===== src/rtl/gcore_pkg.sv =====
// Shared GCore definitions: opcodes, accumulator-source select and the fetch FSM state.
package gcore_pkg;

  // Opcodes live in op[7:4] of the fetched op byte.
  localparam logic [3:0] NOP   = 4'h0;
  localparam logic [3:0] JUMP  = 4'h1;
  localparam logic [3:0] SAVE  = 4'h2;
  localparam logic [3:0] LOAD  = 4'h3;
  localparam logic [3:0] LOADI = 4'h4;
  localparam logic [3:0] SLL   = 4'h5;
  localparam logic [3:0] ADD   = 4'h6;
  localparam logic [3:0] SUB   = 4'h7;
  localparam logic [3:0] AND   = 4'h8;
  localparam logic [3:0] OR    = 4'h9;
  localparam logic [3:0] XOR   = 4'hA;
  localparam logic [3:0] SLT   = 4'hB;
  localparam logic [3:0] BZ    = 4'hC;

  typedef enum logic [1:0] {
    MemtoAcc = 2'd0,
    ImmtoAcc = 2'd1,
    ALUtoAcc = 2'd2,
    SLLtoAcc = 2'd3
  } acc_src_t;

  typedef enum logic [1:0] {
    IDLE  = 2'd0,
    REQ   = 2'd1,
    ISSUE = 2'd2
  } fetch_state_t;

endpackage


===== src/rtl/fetch_unit_pc_next.sv =====
// Combinational next-PC select: jump, taken branch-if-zero, or sequential increment.
module pc_next #(
  parameter int AW = 8
) (
  input  logic [AW-1:0] pc,
  input  logic [7:0]    operand,
  input  logic          jump,
  input  logic          branch,
  input  logic          zero,
  output logic [AW-1:0] next_pc
);

  logic [AW-1:0] target;

  // Narrow PCs drop the upper operand bits; wide PCs zero-extend the operand.
  generate
    if (AW <= 8) begin : g_narrow
      assign target = operand[AW-1:0];
    end else begin : g_wide
      assign target = {{(AW-8){1'b0}}, operand};
    end
  endgenerate

  assign next_pc = (jump || (branch && zero)) ? target
                                              : pc + {{(AW-1){1'b0}}, 1'b1};

endmodule


===== src/rtl/fetch_unit.sv =====
// GCore instruction fetch: owns the PC, fetches over req/rdy and holds the issued instruction.
module fetch_unit
  import gcore_pkg::*;
#(
  parameter int          AW       = 8,
  parameter logic [AW-1:0] RESET_PC = '0
) (
  input  logic          clk,
  input  logic          rst_n,
  output logic          imem_req,
  output logic [AW-1:0] imem_addr,
  input  logic          imem_rdy,
  input  logic [15:0]   imem_rdata,
  output logic [7:0]    op_o,
  output logic [7:0]    operand_o,
  output logic          valid_o,
  input  logic          stall_i,
  input  logic          jump_i,
  input  logic          branch_i,
  input  logic          acc_zero_i,
  output logic [15:0]   instr_count
);

  fetch_state_t  state_reg;
  logic [AW-1:0] pc_reg;
  logic [AW-1:0] pc_next_val;
  logic          req_reg;
  logic [7:0]    op_reg;
  logic [7:0]    operand_reg;
  logic          valid_reg;
  logic [15:0]   count_reg;

  pc_next #(.AW(AW)) u_pc_next (
    .pc      (pc_reg),
    .operand (operand_reg),
    .jump    (jump_i),
    .branch  (branch_i),
    .zero    (acc_zero_i),
    .next_pc (pc_next_val)
  );

  // Request and address come straight from registers, never from inputs.
  always_ff @(posedge clk or negedge rst_n) begin
    if (!rst_n) begin
      state_reg   <= IDLE;
      pc_reg      <= RESET_PC;
      req_reg     <= 1'b0;
      op_reg      <= 8'h00;
      operand_reg <= 8'h00;
      valid_reg   <= 1'b0;
      count_reg   <= 16'h0000;
    end else begin
      case (state_reg)
        IDLE: begin
          state_reg <= REQ;
          req_reg   <= 1'b1;
        end
        REQ: begin
          if (imem_rdy) begin
            op_reg      <= imem_rdata[15:8];
            operand_reg <= imem_rdata[7:0];
            valid_reg   <= 1'b1;
            req_reg     <= 1'b0;
            state_reg   <= ISSUE;
          end
        end
        ISSUE: begin
          if (!stall_i) begin
            count_reg <= count_reg + 16'd1;
            pc_reg    <= pc_next_val;
            valid_reg <= 1'b0;
            req_reg   <= 1'b1;
            state_reg <= REQ;
          end
        end
        default: begin
          state_reg <= IDLE;
          req_reg   <= 1'b0;
          valid_reg <= 1'b0;
        end
      endcase
    end
  end

  assign imem_req    = req_reg;
  assign imem_addr   = pc_reg;
  assign op_o        = op_reg;
  assign operand_o   = operand_reg;
  assign valid_o     = valid_reg;
  assign instr_count = count_reg;

endmodule

===== config.mk =====
export PLATFORM = sky130hd
export DESIGN_NAME = fetch_unit
export DESIGN_NICKNAME = d
export VERILOG_FILES = /design/src/rtl/gcore_pkg.sv /design/src/rtl/fetch_unit_pc_next.sv /design/src/rtl/fetch_unit.sv
export SDC_FILE = /design/constraint.sdc
export NUM_CORES = 1
export LEC_CHECK = 0
export ABC_CLOCK_PERIOD_IN_PS = 2400
export BUFFER_PORTS_ARGS = -buffer_cell sky130_fd_sc_hd__buf_2
export CORE_MARGIN = 10
export CORE_UTILIZATION = 23
export CTS_CLUSTER_DIAMETER = 40
export DETAILED_ROUTE_END_ITERATION = 7
export GPL_TIMING_DRIVEN = 0
export MAX_ROUTING_LAYER = met4
export PLACE_DENSITY_LB_ADDON = 0.1
export SYNTH_ARGS = -nofsm -noshare
export SYNTH_HDL_FRONTEND = slang
export SYNTH_SLANG_ARGS = --single-unit

===== constraint.sdc =====
create_clock -name clk -period 2.4 [get_ports clk]
set_clock_uncertainty 0.2 [all_clocks]
set_input_delay 0.72 -clock clk [delete_from_list [all_inputs] [get_ports clk]]
set_output_delay 0.72 -clock clk [all_outputs]
set_load 0.01 [all_outputs]

==> results of run 1 <==
[logic make-up (layout without fill, tap and decap cells)]
group | after synthesis | count (layout) | synth area share, %
AND/OR/NAND/NOR | 48 | 48 | 13.9
flip-flops | 44 | 44 | 56.7
AO/OA/AOI/OAI | 30 | 30 | 8.77
multiplexers | 17 | 17 | 9.80
XOR/XNOR | 15 | 15 | 6.77
buffers and inverters | 9 | 81 | 2.71
adder cells (fa/ha/maj) | 2 | 2 | 1.29
[layer usage]
metal  share of wire (%)  routed length [microns]
met1                  49                     2470
met2                  45                     2260
met3                 4.4                      219
met4                 1.3                       63
met5                   0                        0
[cells in the final DEF (no fill, tap or decap), drive strengths merged]
| cell type | count |
|---|---|
| xnor2 | 14 |
| clkbuf | 10 |
| mux2i | 1 |
| nand4 | 5 |
| xor2 | 1 |
| or3b | 1 |
| o21ai | 11 |
| a21boi | 1 |
| nor2b | 1 |
| nand2 | 15 |
| and3 | 5 |
| o22ai | 3 |
| nor2 | 4 |
| mux2 | 16 |
| ha | 2 |
| dfrtp | 44 |
| and2 | 1 |
| nand3b | 1 |
| a2bb2oi | 3 |
| nor3b | 1 |
| a21o | 1 |
| a21oi | 11 |
| nand3 | 11 |
| and4 | 3 |
| inv | 2 |
| buf | 69 |
[metrics by stage]
| step | worst slack (ps) | power (mW) | cell area [sq um] | instances | util [%] |
|---|---|---|---|---|---|
| 2_1_floorplan | 585 | 1.81 | 1940 | 165 | - |
| 3_3_place_gp | 294 | 2.26 | 2390 | 334 | 29.1 |
| 3_5_place_dp | 303 | 2.27 | 2390 | 334 | 29.1 |
| 4_1_cts | 545 | 2.77 | 2480 | 342 | 30.2 |
| 5_1_grt | 488 | 2.92 | 2480 | 342 | 30.2 |
| 6_report | 551 | 2.71 | 2480 | 342 | 30.2 |
[area by class of cell]
| class | instances | area share [%] |
|---|---|---|
| Multi-Input combinational cell | 112 | 31.7 |
| Tap cell | 105 | 5.29 |
| Buffer | 7 | 1.81 |
| Sequential cell | 44 | 44.4 |
| Inverter | 2 | 0.302 |
| Clock buffer | 8 | 3.63 |
| Timing Repair Buffer | 64 | 12.9 |
[worst min-delay path by stage]
stage                                startpoint                          end  slack (ps)  cells past startpoint
floorplan                                 rst_n     imem_addr[0]$_DFFE_PN0P_         220                      0
global placement    instr_count[15]$_DFFE_PN0P_  instr_count[15]$_DFFE_PN0P_         260                      1
detailed placement  instr_count[15]$_DFFE_PN0P_  instr_count[15]$_DFFE_PN0P_         260                      1
CTS                 instr_count[15]$_DFFE_PN0P_  instr_count[15]$_DFFE_PN0P_         270                      1
global route        instr_count[15]$_DFFE_PN0P_  instr_count[15]$_DFFE_PN0P_         300                      1
finish              instr_count[15]$_DFFE_PN0P_  instr_count[15]$_DFFE_PN0P_         270                      1
[where the power goes]
part / internal (mW) / total [mW] / leakage, nW / switching, mW
sequential: 1.01 / 1.25 / 0.547 / 0.242
clock: 0.235 / 0.489 / 0.0455 / 0.253
combinational: 0.490 / 0.971 / 0.583 / 0.481
total: 1.73 / 2.71 / 1.18 / 0.977
[Yosys cell counts (3+ instances only)]
library cell	count	area [sq um]
o22ai_1	3	18.8
mux2_2	16	180
o21ai_0	11	55.1
nand4_1	5	31.3
and3_1	5	31.3
nand3_1	11	55.1
xnor2_1	14	123
a2bb2oi_1	3	26.3
a21oi_1	11	55.1
and4_1	3	26.3
dfrtp_1	44	1100
nor2_1	3	11.3
buf_2	3	15.0
nand2_1	15	56.3
==> qor.csv, run 1 <==
metric;value;unit
status;finished, final reports clean;
busiest layer in global routing;met2;
crit start category;register;
Seq cells post-synth;44;
first-pass GRT wire length;8.22;mm
CTS clock-pin slew for the worst setup and hold paths;80;ps
detail-routed via count per cell;4.32;
Top Ports;65;
CTS HTree Levels;2;
Sink Count;44;
Async SR Flop Fraction;100;%
setup tns final;0;ps
Data required, critical path;1480;ps
CTS Buf Count;5;
final worst-path cycle share;77.0;%
CP delay by family, top;flip-flops;
Post-CTS Setup Bufs;0;
CTS resizes;0;
Die W;112;microns
Worst R2R Start;state_reg[0]$_DFFE_PN0P_;
CP cell instances;buf_2;
CTS tree;yes;
layout cells sized above 1;40.1;%
Post-synth EDFFs;0;
Congestion Overflow GR;0;
Hold Slack;269;ps
CP Capture Type;output port;
RSZ-0062 raised after global routing;false;
overall die area;0.0125;sq mm
FMAX;541;MHz
ant diodes;0;
Cells after Synth;165;
# DRC;0;
Yosys Warn Count;0;
CP bufs+invs;1;
max FFs per register;16;
synthesis-to-layout area growth;27.9;%
syn_area_per_cell;11.8;sq um
Initial Util;23.6;%
root buf cell;clkbuf_8;
Reg2Reg Depth;4;
worst vdd ir;387;uV
crit-path max FO;7;
post-route ant nets;0;
Post-DP HPWL;3.75;mm
routability cong.;0.683;
crit path kind;register to output port;
post-synthesis sequential area ratio;56.7;%
LEAKAGE;1.18;nW
DR WL/cell;14.7;microns
Syn Nets;190;
via count;1477;
Fillers;901;
slew margin rel.;31.3;%
R2R Path End;op_o[5]$_DFFE_PN0P_;
dominant synthesized flop cell;dfrtp_1;
# hold bufs at CTS;0;
slowest cell on the critical path;dfrtp_1;
Multi-input gate area;787;sq um
Total Nets Final;261;
largest net degree at the start of global routing;45;
Cell variety after synth;28;
worst skew pair latency;300;ps
Die Y-Extent;112;microns
Power Dens Cells;1090;mW/mm^2
core area;0.00822;sq mm
Crit path depth;1;
max_cap viols;0;
Final Hold Viols;0;
crit path from;imem_addr[2]$_DFFE_PN0P_;
met2 usage in global routing;11.9;%
FP Rows;33;
Slew Limit Fails;0;
reg-to-reg slack, setup;680;ps
vias in the first global route;1598;
M3 GR Usage;2.52;%
slew at the pin closest to its max-slew limit;1030;ps
WP data arrival;930;ps
drt first pass iters;4;
final wirelength;5.02;mm
Setup-failing EPs final;0;
Reg area;0.00110;sq mm
clock buffer depth;2;
Hold WC Path Type;register to register;
Final min period;1850;ps
Tot GR Track Use;8.28;%
Port Buffers;64;
met1 GRT Util;10.7;%
initial DRC count;21;
Post-Syn Area;0.00194;sq mm
Largest stage delay, worst path;450;ps
Worst Setup EP;imem_addr[2];
initial antenna violation count;0;
No activity file was read; power rests on OpenSTA's default activity.
==> run 2: changes to the inputs <==
- ABC_CLOCK_PERIOD_IN_PS: 2400 -> 1600
- clock period: 2.4 -> 1.6 ns (I/O delays scaled with it)
==> run 2 against run 1 <==
Compared with the run above: the run now ends with negative setup slack left; clock-buffer cell count fell by 3; combinational power rose by 82%; power up 59%; critical path depth rose by 3; sequential share of layout area down 2.7 points; die area is the same; global-route usage increased by 0.29 points; hold slack worse by 100 ps; worst setup slack lost 580 ps; cell count is 3.5% higher; first-iteration DRC count is 24% higher; critical endpoint is now instr_count[13]$_DFFE_PN0P_; largest cell class unchanged; largest power group unchanged; highest routed layer unchanged.
==> qor.csv, run 2 (same netlist as run 1, synthesis figures left out) <==
metric;value;unit
Sink Count;44;
Final Hold Viols;0;
core area;0.00822;sq mm
slew at the pin closest to its max-slew limit;1070;ps
Die Y-Extent;112;microns
synthesis-to-layout area growth;37.3;%
FMAX;612;MHz
slowest cell on the critical path;or3b_4;
failing checks;negative setup slack;
setup tns final;-71.5;ps
vias in the first global route;1573;
Initial Util;23.6;%
Crit path depth;4;
Port Buffers;64;
final wirelength;5.41;mm
WP data arrival;1620;ps
detail-routed via count per cell;4.37;
final worst-path cycle share;102;%
post-route ant nets;0;
CTS HTree Levels;2;
Die W;112;microns
worst vdd ir;569;uV
CP Capture Type;register;
drt first pass iters;3;
Hold Slack;166;ps
max_cap viols;0;
commonest non-fill, non-tap cell in the layout;buf_2;
crit start category;register;
layout cells sized above 1;51.8;%
status;finished, violations left;
Power Dens Cells;1620;mW/mm^2
most frequent cells in the layout;61 x buf_2, 37 x dfrtp_1, 18 x buf_4;
overall die area;0.0125;sq mm
pre-CTS setup slack;-324;ps
Data required, critical path;1580;ps
Fillers;879;
CTS clock-pin slew for the worst setup and hold paths;80;ps
# DRC;0;
Top Ports;65;
ant diodes;0;
Hold WC Path Type;input pin to async pin;
Final min period;1630;ps
Setup-failing EPs final;6;
CP delay by family, top;simple AND/OR/NAND/NOR gates;
CP bufs+invs;0;
LEAKAGE;1.26;nW
Reg2Reg Depth;4;
via count;1546;
CP cell instances;or3b_4, nor2_4, nand3_2, xnor2_2;
worst skew pair latency;290;ps
worst setup margin;-33.1;ps
initial DRC count;26;
Post-DP HPWL;3.77;mm
crit path kind;register to register;
initial antenna violation count;0;
Congestion Overflow GR;0;
CTS tree;yes;
Total Nets Final;276;
first-pass GRT wire length;8.51;mm
Tot GR Track Use;8.57;%
crit-path max FO;6;
largest net degree at the start of global routing;45;
slew margin rel.;28.9;%
routability cong.;0.673;
RSZ-0062 raised after global routing;true;
root buf cell;clkbuf_8;
max FFs per register;16;
clock buffer depth;2;
Slew Limit Fails;0;
FP Rows;33;
CTS Buf Count;5;
Largest stage delay, worst path;440;ps
DR WL/cell;15.3;microns
-- run 2: changes by cell type in the layout (fill, tap and decap cells not counted), moves of 3 or more --
cell / previous run / this run
dfrtp_1: 44 / 37
nand3_1: 11 / 8
buf_2: 67 / 61
clkbuf_1: 4 / 0
buf_6: 2 / 5
buf_4: 0 / 18
dfrtp_2: 0 / 7
nand3_2: 0 / 3
-- run 2: where the power goes --
group | leakage [nW] | total (mW) | switching (mW) | internal, mW
sequential | 0.539 | 1.88 | 0.354 | 1.53
clock | 0.0359 | 0.653 | 0.370 | 0.283
combinational | 0.686 | 1.77 | 0.800 | 0.970
total | 1.26 | 4.31 | 1.52 | 2.78
-- run 2: what timing repair did --
item	CTS	global route
pin swaps	4	8
setup endpoints to repair	29	47
setup buffers	4	12
resized for setup	8	21
hold buffers	0	0
-- run 2: path summary, 6_finish.rpt --
check                                               to  slack, ps                        start
min                        instr_count[15]$_DFFE_PN0P_        170                        rst_n
max in group asynchronous     imem_addr[0]$_DFFE_PN0P_        290                        rst_n
max reg2reg                instr_count[13]$_DFFE_PN0P_        -30     state_reg[0]$_DFFE_PN0P_
min in group clk              operand_o[2]$_DFFE_PN0P_        220                imem_rdata[2]
max                        instr_count[13]$_DFFE_PN0P_        -30     state_reg[0]$_DFFE_PN0P_
min reg2reg                instr_count[15]$_DFFE_PN0P_        270  instr_count[15]$_DFFE_PN0P_
-- run 2: through the flow --
stage / cell area [sq um] / power, mW / utilization [%] / std cells
finish: 2660 / 4.31 / 32.4 / 354
global route: 2660 / 4.65 / 32.4 / 354
floorplan: 1940 / 2.71 / - / 165
CTS: 2520 / 4.18 / 30.7 / 343
detailed placement: 2390 / 3.41 / 29.1 / 334
global placement: 2390 / 3.40 / 29.1 / 334
-- run 2: area by class of cell --
cell class	count	area [sq um]	share of cell area [%]
sequential	44	1110	41.7
multi-input combinational	112	840	31.5
timing repair buffer	80	465	17.5
tap	105	131	4.93
clock buffer	5	68.8	2.58
buffer	6	41.3	1.55
inverter	2	7.51	0.282
-- run 2: routing by layer --
layer / wire length (microns) / up-vias / global-route usage, %
li1: - / 755 / -
met1: 2500 / 756 / 10.4
met2: 2630 / 33 / 13.3
met3: 237 / 2 / 2.63
met4: 32 / 0 / 2.57
met5: 0 / - / -
-- run 2: worst register-to-register path: stages, from the launching register on --
cell     delay (ps)
dfrtp_1         420
or3b_4          440
nor2_4          210
nand3_2         120
xnor2_2         140
==> run 3: changes to the inputs <==
- CORE_UTILIZATION: 23 -> 40
==> run 3 against run 2 <==
Compared with the run above: via count decreased by 0.71%; global-route usage increased by 3.3 points; clock power decreased by 6.0%; hold slack got worse by 15 ps; combinational power decreased by 7%; utilization increased by 22 points; the flow still finishes with violations (negative setup slack); cell count decreased by 12%; power decreased by 4.5%.
==> qor.csv, run 3 (same netlist as run 1, synthesis figures left out) <==
metric;value;unit
status;finished, violations left;
failing checks;negative setup slack;
Data required, critical path;1570;ps
final wirelength;4.65;mm
max FFs per register;16;
Reg2Reg Depth;5;
WP data arrival;1620;ps
first-pass GRT wire length;7.23;mm
dpl cell area;0.00234;sq mm
Top Ports;65;
Hold WC Path Type;input pin to async pin;
Sink Count;44;
Die W;89.7;microns
core area;0.00472;sq mm
clock buffer depth;2;
worst skew pair latency;280;ps
Tot GR Track Use;11.9;%
Worst R2R Start;state_reg[0]$_DFFE_PN0P_;
Largest stage delay, worst path;410;ps
Total Nets Final;270;
RSZ-0062 raised after global routing;true;
R2R Path End;instr_count[11]$_DFFE_PN0P_;
LEAKAGE;1.22;nW
routability cong.;0.761;
synthesis-to-layout area growth;32.3;%
slowest cell on the critical path;or3b_4;
detail-routed via count per cell;4.95;
Port Buffers;64;
final worst-path cycle share;103;%
setup tns final;-226;ps
CTS tree;yes;
Congestion Overflow GR;0;
layout cells sized above 1;50.6;%
CP cell instances;buf_6, or3b_4, nor2_4, nand3_1, xnor2_1;
vias in the first global route;1570;
Hold Slack;151;ps
Initial Util;41.1;%
Slew Limit Fails;0;
CTS Buf Count;5;
root buf cell;clkbuf_8;
via count;1535;
initial antenna violation count;0;
post-route ant nets;0;
# DRC;0;
Final min period;1650;ps
# hold bufs at CTS;0;
CP Capture Type;register;
CTS HTree Levels;2;
overall die area;0.00804;sq mm
worst vdd ir;749;uV
Final Instance Area;0.00257;sq mm
worst setup margin;-51.7;ps
FP Rows;25;
max_cap viols;0;
Final Hold Viols;0;
FMAX;605;MHz
reg-to-reg slack, setup;-50;ps
DR WL/cell;15.0;microns
slew margin rel.;35.3;%
largest net degree at the start of global routing;45;
non-filler cells, final;310;
CP delay by family, top;simple AND/OR/NAND/NOR gates;
Die Y-Extent;89.7;microns
slew at the pin closest to its max-slew limit;971;ps
Setup-failing EPs final;11;
Post-DP HPWL;3.32;mm
CP bufs+invs;1;
cell count after placement;296;
most frequent cells in the layout;64 x buf_2, 37 x dfrtp_1, 16 x mux2_2;
crit path kind;register to register;
ant diodes;0;
Power Dens Cells;1600;mW/mm^2
initial DRC count;44;
commonest non-fill, non-tap cell in the layout;buf_2;
drt first pass iters;4;
crit start category;register;
CTS clock-pin slew for the worst setup and hold paths;70;ps
crit-path max FO;6;
run 3: cell types whose count changed in the layout (fill, tap and decap cells not counted), sizes merged:
cell	before	now
buf	84	78
run 3: power breakdown:
| group | switching, mW | internal [mW] | leakage (nW) |
|---|---|---|---|
| logic | 0.776 | 0.869 | 0.642 |
| registers | 0.325 | 1.53 | 0.539 |
| clock network | 0.332 | 0.282 | 0.0359 |
run 3: worst reg2reg max path, cell delays in order (launching register included):
cell and delay [ps]:
dfrtp_1 370, buf_6 130, or3b_4 410, nor2_4 180, nand3_1 110, xnor2_1 130
run 3: worst max path at each step:
stage	from	end	depth (start not counted)
finish	state_reg[0]$_DFFE_PN0P_	instr_count[11]$_DFFE_PN0P_	5
global route	state_reg[0]$_DFFE_PN0P_	imem_addr[2]$_DFFE_PN0P_	6
CTS	state_reg[0]$_DFFE_PN0P_	instr_count[15]$_DFFE_PN0P_	5
detailed placement	branch_i	imem_addr[4]$_DFFE_PN0P_	6
global placement	imem_rdy	op_o[5]$_DFFE_PN0P_	4
floorplan	state_reg[0]$_DFFE_PN0P_	imem_addr[0]$_DFFE_PN0P_	5
run 3: per-stage QoR:
step                      total power [mW]  setup WS [ps]  util, %
after CTS                             4.03          -71.1     51.9
after global placement                3.33           -228     49.6
after floorplan                       2.71           19.7        -
after detailed placement              3.36           -244     49.6
after global routing                  4.44           -105     54.4
final                                 4.11          -51.7     54.4
run 3: repair_timing:
| action | 4_1_cts | 5_1_grt |
|---|---|---|
| gates resized for setup | 8 | 20 |
| endpoints found under the setup margin | 26 | 37 |
| buffers inserted | 1 | 8 |
| pin swaps | 3 | 8 |
run 3: layout make-up:
type / instances / area, sq um
plain buffers: 7 / 58.8
clock buffers: 5 / 68.8
fillers: 431 / 2160
inverters: 2 / 7.51
multi-input cells: 112 / 845
flip-flops and latches: 44 / 1110
well taps: 67 / 83.8
repair buffers: 73 / 394
run 3: layer usage:
layer	track usage, %	up-vias	wire length [microns]
met5	-	-	0
met3	3.52	6	212
met2	18.9	40	2250
met1	14.4	748	2130
met4	3.47	0	53
li1	-	741	-
